--- config.mk ---
export PLATFORM = sky130hd
export DESIGN_NAME = limp_arbiter
export DESIGN_NICKNAME = d
export VERILOG_FILES = /design/src/rtl/letc_pkg.sv /design/src/rtl/rr_prio_pick.sv /design/src/rtl/limp_arbiter.sv
export SDC_FILE = /design/constraint.sdc
export NUM_CORES = 1
export LEC_CHECK = 0
export CORE_AREA = 2 2 204 206
export CTS_BUF_LIST = sky130_fd_sc_hd__clkbuf_8
export DETAILED_ROUTE_END_ITERATION = 16
export DIE_AREA = 0 0 206 208
export PLACE_DENSITY = 0.37
export SYNTH_ARGS = -nofsm -noshare
export SYNTH_HDL_FRONTEND = slang
export SYNTH_HIERARCHICAL = 1
export SYNTH_SLANG_ARGS = --single-unit
--- constraint.sdc ---
create_clock -name i_clk -period 6.8 [get_ports i_clk]
set_input_delay 1.36 -clock i_clk [delete_from_list [all_inputs] [get_ports i_clk]]
set_output_delay 1.36 -clock i_clk [all_outputs]
set_load 0.01 [all_outputs]
--- src/rtl/letc_pkg.sv ---
// Shared LIMP memory-interface types and the arbiter state encoding.
// Request is 71 bits and response is 34 bits.
package letc_pkg;

   typedef enum logic [2:0] {
      LIMP_READ      = 3'd0,
      LIMP_WRITE     = 3'd1,
      LIMP_AMO_READ  = 3'd2,
      LIMP_AMO_WRITE = 3'd3
   } limp_cmd_e;

   typedef enum logic [1:0] {
      LIMP_BYTE = 2'd0,
      LIMP_HALF = 2'd1,
      LIMP_WORD = 2'd2
   } limp_size_e;

   typedef struct packed {
      logic        valid;
      limp_cmd_e   cmd;
      limp_size_e  size;
      logic [32:0] addr;
      logic [31:0] wdata;
   } limp_req_s;

   typedef struct packed {
      logic        ready;
      logic        illegal;
      logic [31:0] rdata;
   } limp_rsp_s;

   typedef enum logic [1:0] {
      LIMP_ARB_IDLE,
      LIMP_ARB_BUSY,
      LIMP_ARB_LOCK
   } limp_arb_state_e;

   localparam int LIMP_MAX_PORTS = 16;

endpackage

--- src/rtl/rr_prio_pick.sv ---
// Combinational round-robin pick: first set request at or after ptr, wrapping.
module rr_prio_pick #(
   parameter  int NUM_PORTS = 4,
   localparam int IDX_W     = $clog2(NUM_PORTS)
) (
   input  logic [NUM_PORTS-1:0] req,
   input  logic [IDX_W-1:0]     ptr,
   output logic [IDX_W-1:0]     idx,
   output logic                 any
);

   function automatic logic [IDX_W-1:0] wrap(input int v);
      return IDX_W'(v % NUM_PORTS);
   endfunction

   // Scan from the farthest offset down so the nearest requester overwrites last.
   always_comb begin
      idx = '0;
      any = 1'b0;
      for (int off = NUM_PORTS - 1; off >= 0; off--) begin
         if (req[wrap(int'(ptr) + off)]) begin
            idx = wrap(int'(ptr) + off);
            any = 1'b1;
         end
      end
   end

endmodule

--- src/rtl/limp_arbiter.sv ---
// N-to-1 LIMP arbiter: round-robin grant, one-cycle arbitration bubble,
// and a post-AMO_READ lock reserving the target for the same port.
module limp_arbiter
   import letc_pkg::*;
#(
   parameter  int NUM_PORTS    = 4,
   parameter  int LOCK_TIMEOUT = 16,
   localparam int IDX_W        = $clog2(NUM_PORTS)
) (
   input  logic                        i_clk,
   input  logic                        i_rst_n,
   input  limp_req_s [NUM_PORTS-1:0]   i_req,
   output limp_rsp_s [NUM_PORTS-1:0]   o_rsp,
   output limp_req_s                   o_req,
   input  limp_rsp_s                   i_rsp,
   output logic                        o_grant_valid,
   output logic [IDX_W-1:0]            o_grant_idx,
   output logic                        o_locked
);

   localparam int CNT_W = (LOCK_TIMEOUT > 1) ? $clog2(LOCK_TIMEOUT) : 1;
   localparam logic [CNT_W-1:0] CNT_LAST = CNT_W'((LOCK_TIMEOUT > 0) ? LOCK_TIMEOUT - 1 : 0);

   if (NUM_PORTS < 2 || NUM_PORTS > LIMP_MAX_PORTS) begin : g_bad_ports
      $error("NUM_PORTS out of range");
   end

   limp_arb_state_e      state, state_nxt;
   logic [IDX_W-1:0]     ptr, ptr_nxt;
   logic [IDX_W-1:0]     gnt, gnt_nxt;
   logic [CNT_W-1:0]     cnt, cnt_nxt;
   logic [NUM_PORTS-1:0] req_vld;
   logic [IDX_W-1:0]     pick_idx;
   logic                 pick_any;
   limp_req_s            own_req;

   function automatic logic [IDX_W-1:0] next_port(input logic [IDX_W-1:0] p);
      return (int'(p) == NUM_PORTS - 1) ? '0 : p + 1'b1;
   endfunction

   always_comb begin
      for (int k = 0; k < NUM_PORTS; k++) req_vld[k] = i_req[k].valid;
   end

   assign own_req = i_req[gnt];

   rr_prio_pick #(.NUM_PORTS(NUM_PORTS)) u_pick (
      .req (req_vld),
      .ptr (ptr),
      .idx (pick_idx),
      .any (pick_any)
   );

   always_comb begin
      state_nxt     = state;
      ptr_nxt       = ptr;
      gnt_nxt       = gnt;
      cnt_nxt       = cnt;
      o_req         = '0;
      o_rsp         = '0;
      o_grant_valid = 1'b0;
      o_grant_idx   = '0;
      o_locked      = 1'b0;
      unique case (state)
         LIMP_ARB_IDLE: begin
            if (pick_any) begin
               gnt_nxt   = pick_idx;
               state_nxt = LIMP_ARB_BUSY;
            end
         end
         LIMP_ARB_BUSY: begin
            o_grant_valid = 1'b1;
            o_grant_idx   = gnt;
            // A requester abandoning its request forfeits the slot.
            if (!own_req.valid) begin
               state_nxt = LIMP_ARB_IDLE;
               ptr_nxt   = next_port(gnt);
            end else begin
               o_req      = own_req;
               o_rsp[gnt] = i_rsp;
               if (i_rsp.ready) begin
                  ptr_nxt = next_port(gnt);
                  if (own_req.cmd == LIMP_AMO_READ && !i_rsp.illegal) begin
                     state_nxt = LIMP_ARB_LOCK;
                     cnt_nxt   = '0;
                  end else begin
                     state_nxt = LIMP_ARB_IDLE;
                  end
               end
            end
         end
         LIMP_ARB_LOCK: begin
            o_grant_valid = 1'b1;
            o_grant_idx   = gnt;
            o_locked      = 1'b1;
            if (own_req.valid) begin
               state_nxt = LIMP_ARB_BUSY;
            end else begin
               cnt_nxt = cnt + 1'b1;
               if (LOCK_TIMEOUT != 0 && cnt == CNT_LAST) state_nxt = LIMP_ARB_IDLE;
            end
         end
         default: state_nxt = LIMP_ARB_IDLE;
      endcase
   end

   always_ff @(posedge i_clk) begin
      if (!i_rst_n) begin
         state <= LIMP_ARB_IDLE;
         ptr   <= '0;
         gnt   <= '0;
         cnt   <= '0;
      end else begin
         state <= state_nxt;
         ptr   <= ptr_nxt;
         gnt   <= gnt_nxt;
         cnt   <= cnt_nxt;
      end
   end

   always_ff @(posedge i_clk) begin
      if (i_rst_n) begin
         assert (!(state == LIMP_ARB_BUSY && !own_req.valid))
            else $error("granted requester dropped valid before ready");
         assert (!(i_rsp.ready && !o_req.valid))
            else $error("target ready with no request outstanding");
      end
   end

endmodule
==> Yosys cells after proc, flatten, opt, wreduce, memory -nomap -nowiden <==
Index checks and enable logic that the tools add are counted.
{ "totals": {"in_bits": 320, "register_bits": 10, "output_inout_bits": 211, "wordCells": 81} }
{ "classes": {"n_addsub": 5, "reduce_logical": 10, "mux": 42, "eq_ne": 13, "n_bitwise": 1, "order_cmp": 6} }
{ "ops": {"columns": ["op", "n"], "rows": [
  ["$mux 136", 2],
  ["$mux 71", 3],
  ["$bmux 71 s2", 1],
  ["$and 136x136->136", 1],
  ["$demux 34 s2", 1],
  ["$mux 34", 1],
  ["$mux 2", 14],
  ["$mux 4", 4],
  ["$lt 2x3->1 const B", 5],
  ["$ne 2x2->1 const B", 6],
  ["$mux 1", 10],
  ["$bmux 1 s2", 4],
  ["$pmux 4 s2", 1],
  ["$ne 3x3->1 const B", 2],
  ["$pmux 2 s3", 1],
  ["$reduce_and 5->1", 1],
  ["$add 2x1->2 const B", 2],
  ["$add 2x2->2 const B", 2],
  ["$add 4x1->4 const B", 1],
  ["$eq 2x1->1 const B", 2],
  ["$eq 4x4->1 const B", 1],
  ["$reduce_and 2->1", 2],
  ["$eq 3x2->1 const B", 1],
  ["$reduce_and 3->1", 1],
  ["other kinds (7)", 8]
]} }

==> Longest topological paths before layout <==
{ "depth": {"depth_word": 9, "depth_mapped": 8, "ltp_nobuf": 6} }

==> Modules after synthesis <==
Netlist, hierarchy kept.
{ "modules_own_cells": {"columns": ["module", "n_inst", "seq_area_each_um2", "area_per_inst_um2", "cells_each"], "rows": [
  ["limp_arbiter", 1, 200.2, 3787.4, 406],
  ["rr_prio_pick", 1, 0.0, 77.6, 13]
]} }

==> Worst setup path before layout <==
No wires, ideal clock.
{ "synth_timing": {"path_kind": "input -> output", "startpoint": "in i_req[283] (netlist bit)", "endpoint": "out o_req[67] (netlist bit)", "path_slack_ns": 2.921, "stages": 6, "t_arrival_ns": 2.519, "cell_sequence": "mux2i_1 -> o22a_1 -> clkbuf_1 -> clkbuf_1 -> inv_1 -> and3_1"} }
{ "synth_lines": {"columns": ["element", "line", "text"], "rows": [
  ["start: declaration", "limp_arbiter.sv:12", "input limp_req_s [NUM_PORTS-1:0] i_req,"],
  ["end: declaration", "limp_arbiter.sv:14", "output limp_req_s o_req,"]
]} }

==> reports/qor.csv <==
metric,value,unit
number of global-route vias before repair,5549,
postcts setup bufs,0,
period utilisation layout,76.2,%
share of post-route cells with drive strength above 1,9.98,%
Post-Synthesis Cells,419,
final WL,28.2,mm
Clock Tree Buf Depth,2,
global-route wire length before repair,38.9,mm
Yosys Warn Count,6,
hold slack,0.466,ns
CP peak stage delay,0.59,ns
"Top cell by count, worst path",clkdlybuf4s50_1,
GRT Overall Usage,12.2,%
CP startpoint kind,input pin,
Finish-stage setup viols,0,
Via density,3.64,
final worst setup slack,1.62,ns
CTS Hold Buffers Added,0,
total gr overflow,0,
Port Buf Inserts,530,
Slew HR,33.5,%
Worst setup EP type,output port,
Seq cells post-synth,10,
Layout Nets,1252,
GPL Wtd Cong,0.788,
Tmin final,5.18,ns
# clock sinks,10,
routed len/inst,19.4,um
chip width,206,um
Synth cell types,36,
Place WS,1.52,ns
post-DP HPWL,24.1,mm
Worst Path Buf+Inv,3,
crit path max fanout,46,
post-cts repair resize count,0,
DRC Markers,0,
clk slew on worst S/H paths,0.05,ns
Final ANT Viol Nets,0,
Core ar.,0.0406,mm2
Area Growth Syn to Fin,154,%
Num CTS Buffers,3,
CTS Root Buffer Type,clkbuf_8,
Hold WC Path Type,flop to flop,
Pins Over Slew Limit,0,
FF-to-FF path depth,4,
RSZ-0062 raised after global routing,no,
setup_tns,0,ns
Starting Density,9.53,%
Final Hold Fails,0,
mean post-synth cell area,9.22,um2
Peak VDD IR,0.0444,mV
hold path cells,2,
critical path class,input pin to output port,
sequential area share after synthesis,5.18,%
Die Span Y,208,um
via count,5297,
DRT Pass-1 Iters,4,
Initial DRC Count,192,
Worst Skew,0.00309,ns
H-tree lvl count,1,
Synth Cell Area,0.00386,mm2
maxcap violations,0,
die area,0.0428,mm2
number of cells on the critical path,6,
initial antenna violation count,1,
WP data required,5.44,ns
worst skew pair latency,0.24,ns
syn nets,748,
LEAKAGE,3.29,nW
Crit-path slowest cell,o22a_4,
Fmax,193,MHz
"CP delay by family, top",buffers and inverters,
most frequent cells in the layout,"clkdlybuf4s50_1, and2_1, mux4_2, nor2b_1, nand2_1",
largest net degree at the start of global routing,53,
CTS tree,built,
ANT cells,0,
"commonest non-fill, non-tap cell in the layout",clkdlybuf4s50_1,
cell area power density,92.5,mW/mm2
io pins,531,
CP Cell Sequence,clkdlybuf4s50_1 > mux2i_1 > o22a_4 > buf_4 > nor2b_1 > clkdlybuf4s50_1,
status,"complete, no violations",
Worst-Margin Slew,0.998,ns
CP Data Arrival Time,3.82,ns
row count,74,
-- synthesized netlist by cell type --
master     count  share of area (%)
o31ai_1        2               0.39
nand3_1        5               0.65
nor2_1         9               0.87
o22a_1         1               0.23
buf_6          1               0.29
nand2_1       11                1.1
nor2b_1       74                 12
nand4_1        2               0.32
a22oi_1        1               0.19
ha_1           9                2.9
and2_4         1               0.23
nor3_1         3               0.39
nand4b_1       2               0.45
o221ai_1       1               0.23
a221o_1        1               0.26
buf_1          2               0.19
nand2b_1       5               0.81
nor3b_1        1               0.19
or3_1          1               0.16
and2_1       138                 22
inv_1         10               0.97
a22o_1         1               0.23
o41ai_2        2               0.84
dfxtp_1       10                5.2
a211oi_2       1               0.32
nand3b_1       1               0.19
mux4_2        70                 41
o21ai_0        1               0.13
buf_2          8                1.0
mux2i_1        7                1.8
o2bb2ai_1      1               0.23
and3_1         2               0.32
a211oi_1       1               0.19
clkbuf_1      27                2.6
a21oi_1        6               0.78
a21o_1         1               0.19
-- worst reg2reg max path: cells and delay by family, from the launching register on --
kind / cells / cell delay (ns)
multiplexers: 1 / 0.59
AND/OR/NAND/NOR: 2 / 0.69
flip-flops: 1 / 0.74
AO/OA/AOI/OAI: 1 / 0.27
-- report_power, final --
part           switching (mW)  internal [mW]
combinational           0.274          0.467
clock                  0.0250         0.0510
sequential             0.0260         0.0639
total                   0.325          0.582
-- per-stage QoR --
step	total power [mW]	utilization [%]	cell area [um2]	instances
final	0.907	24.2	9810	1454
after floorplan	0.411	-	3860	419
after global placement	0.853	24.1	9750	1450
after global routing	0.972	24.2	9810	1454
after CTS	0.930	24.2	9810	1454
after detailed placement	0.848	24.1	9750	1450
-- layer usage --
layer	vias to the layer above	global-route usage [%]	share of wire (%)
met2	321	24.1	53
met5	-	0	0
met4	0	0.591	0.17
li1	2509	-	-
met3	2	3.18	9.9
met1	2465	13.4	36
-- flip-flops by register name, indices dropped and copies added (netlist names) --
register	count
cnt	4
gnt	2
ptr	2
state	2
-- logic make-up after synthesis --
| logic type | Yosys count | share of synthesized area [%] |
|---|---|---|
| flops | 10 | 5.18 |
| compound gates | 20 | 4.21 |
| buf+inv | 48 | 5.12 |
| fa+ha+maj | 9 | 2.91 |
| simple gates | 255 | 40.0 |
| mux | 77 | 42.6 |
-- worst paths after layout --
| path | slack [ns] | start | endpoint |
|---|---|---|---|
| worst max-delay path | 1.62 | i_req[141] | o_req[65] |
| worst min-delay path | 0.47 | cnt[3]$_SDFFE_PN0P_ | cnt[3]$_SDFFE_PN0P_ |
| worst min register to register | 0.47 | cnt[3]$_SDFFE_PN0P_ | cnt[3]$_SDFFE_PN0P_ |
| worst max register to register | 4.41 | gnt[0]$_SDFFE_PN0P_ | state[1]$_SDFFE_PN0P_ |
-- cell type report --
type	instances	area, um2
clock buffers	4	55.1
fillers	4403	30700
inverters	10	37.5
multi-input cells	361	3490
flip-flops and latches	10	208
well taps	532	666
repair buffers	537	5360
No activity file was read; power rests on OpenSTA's default activity.
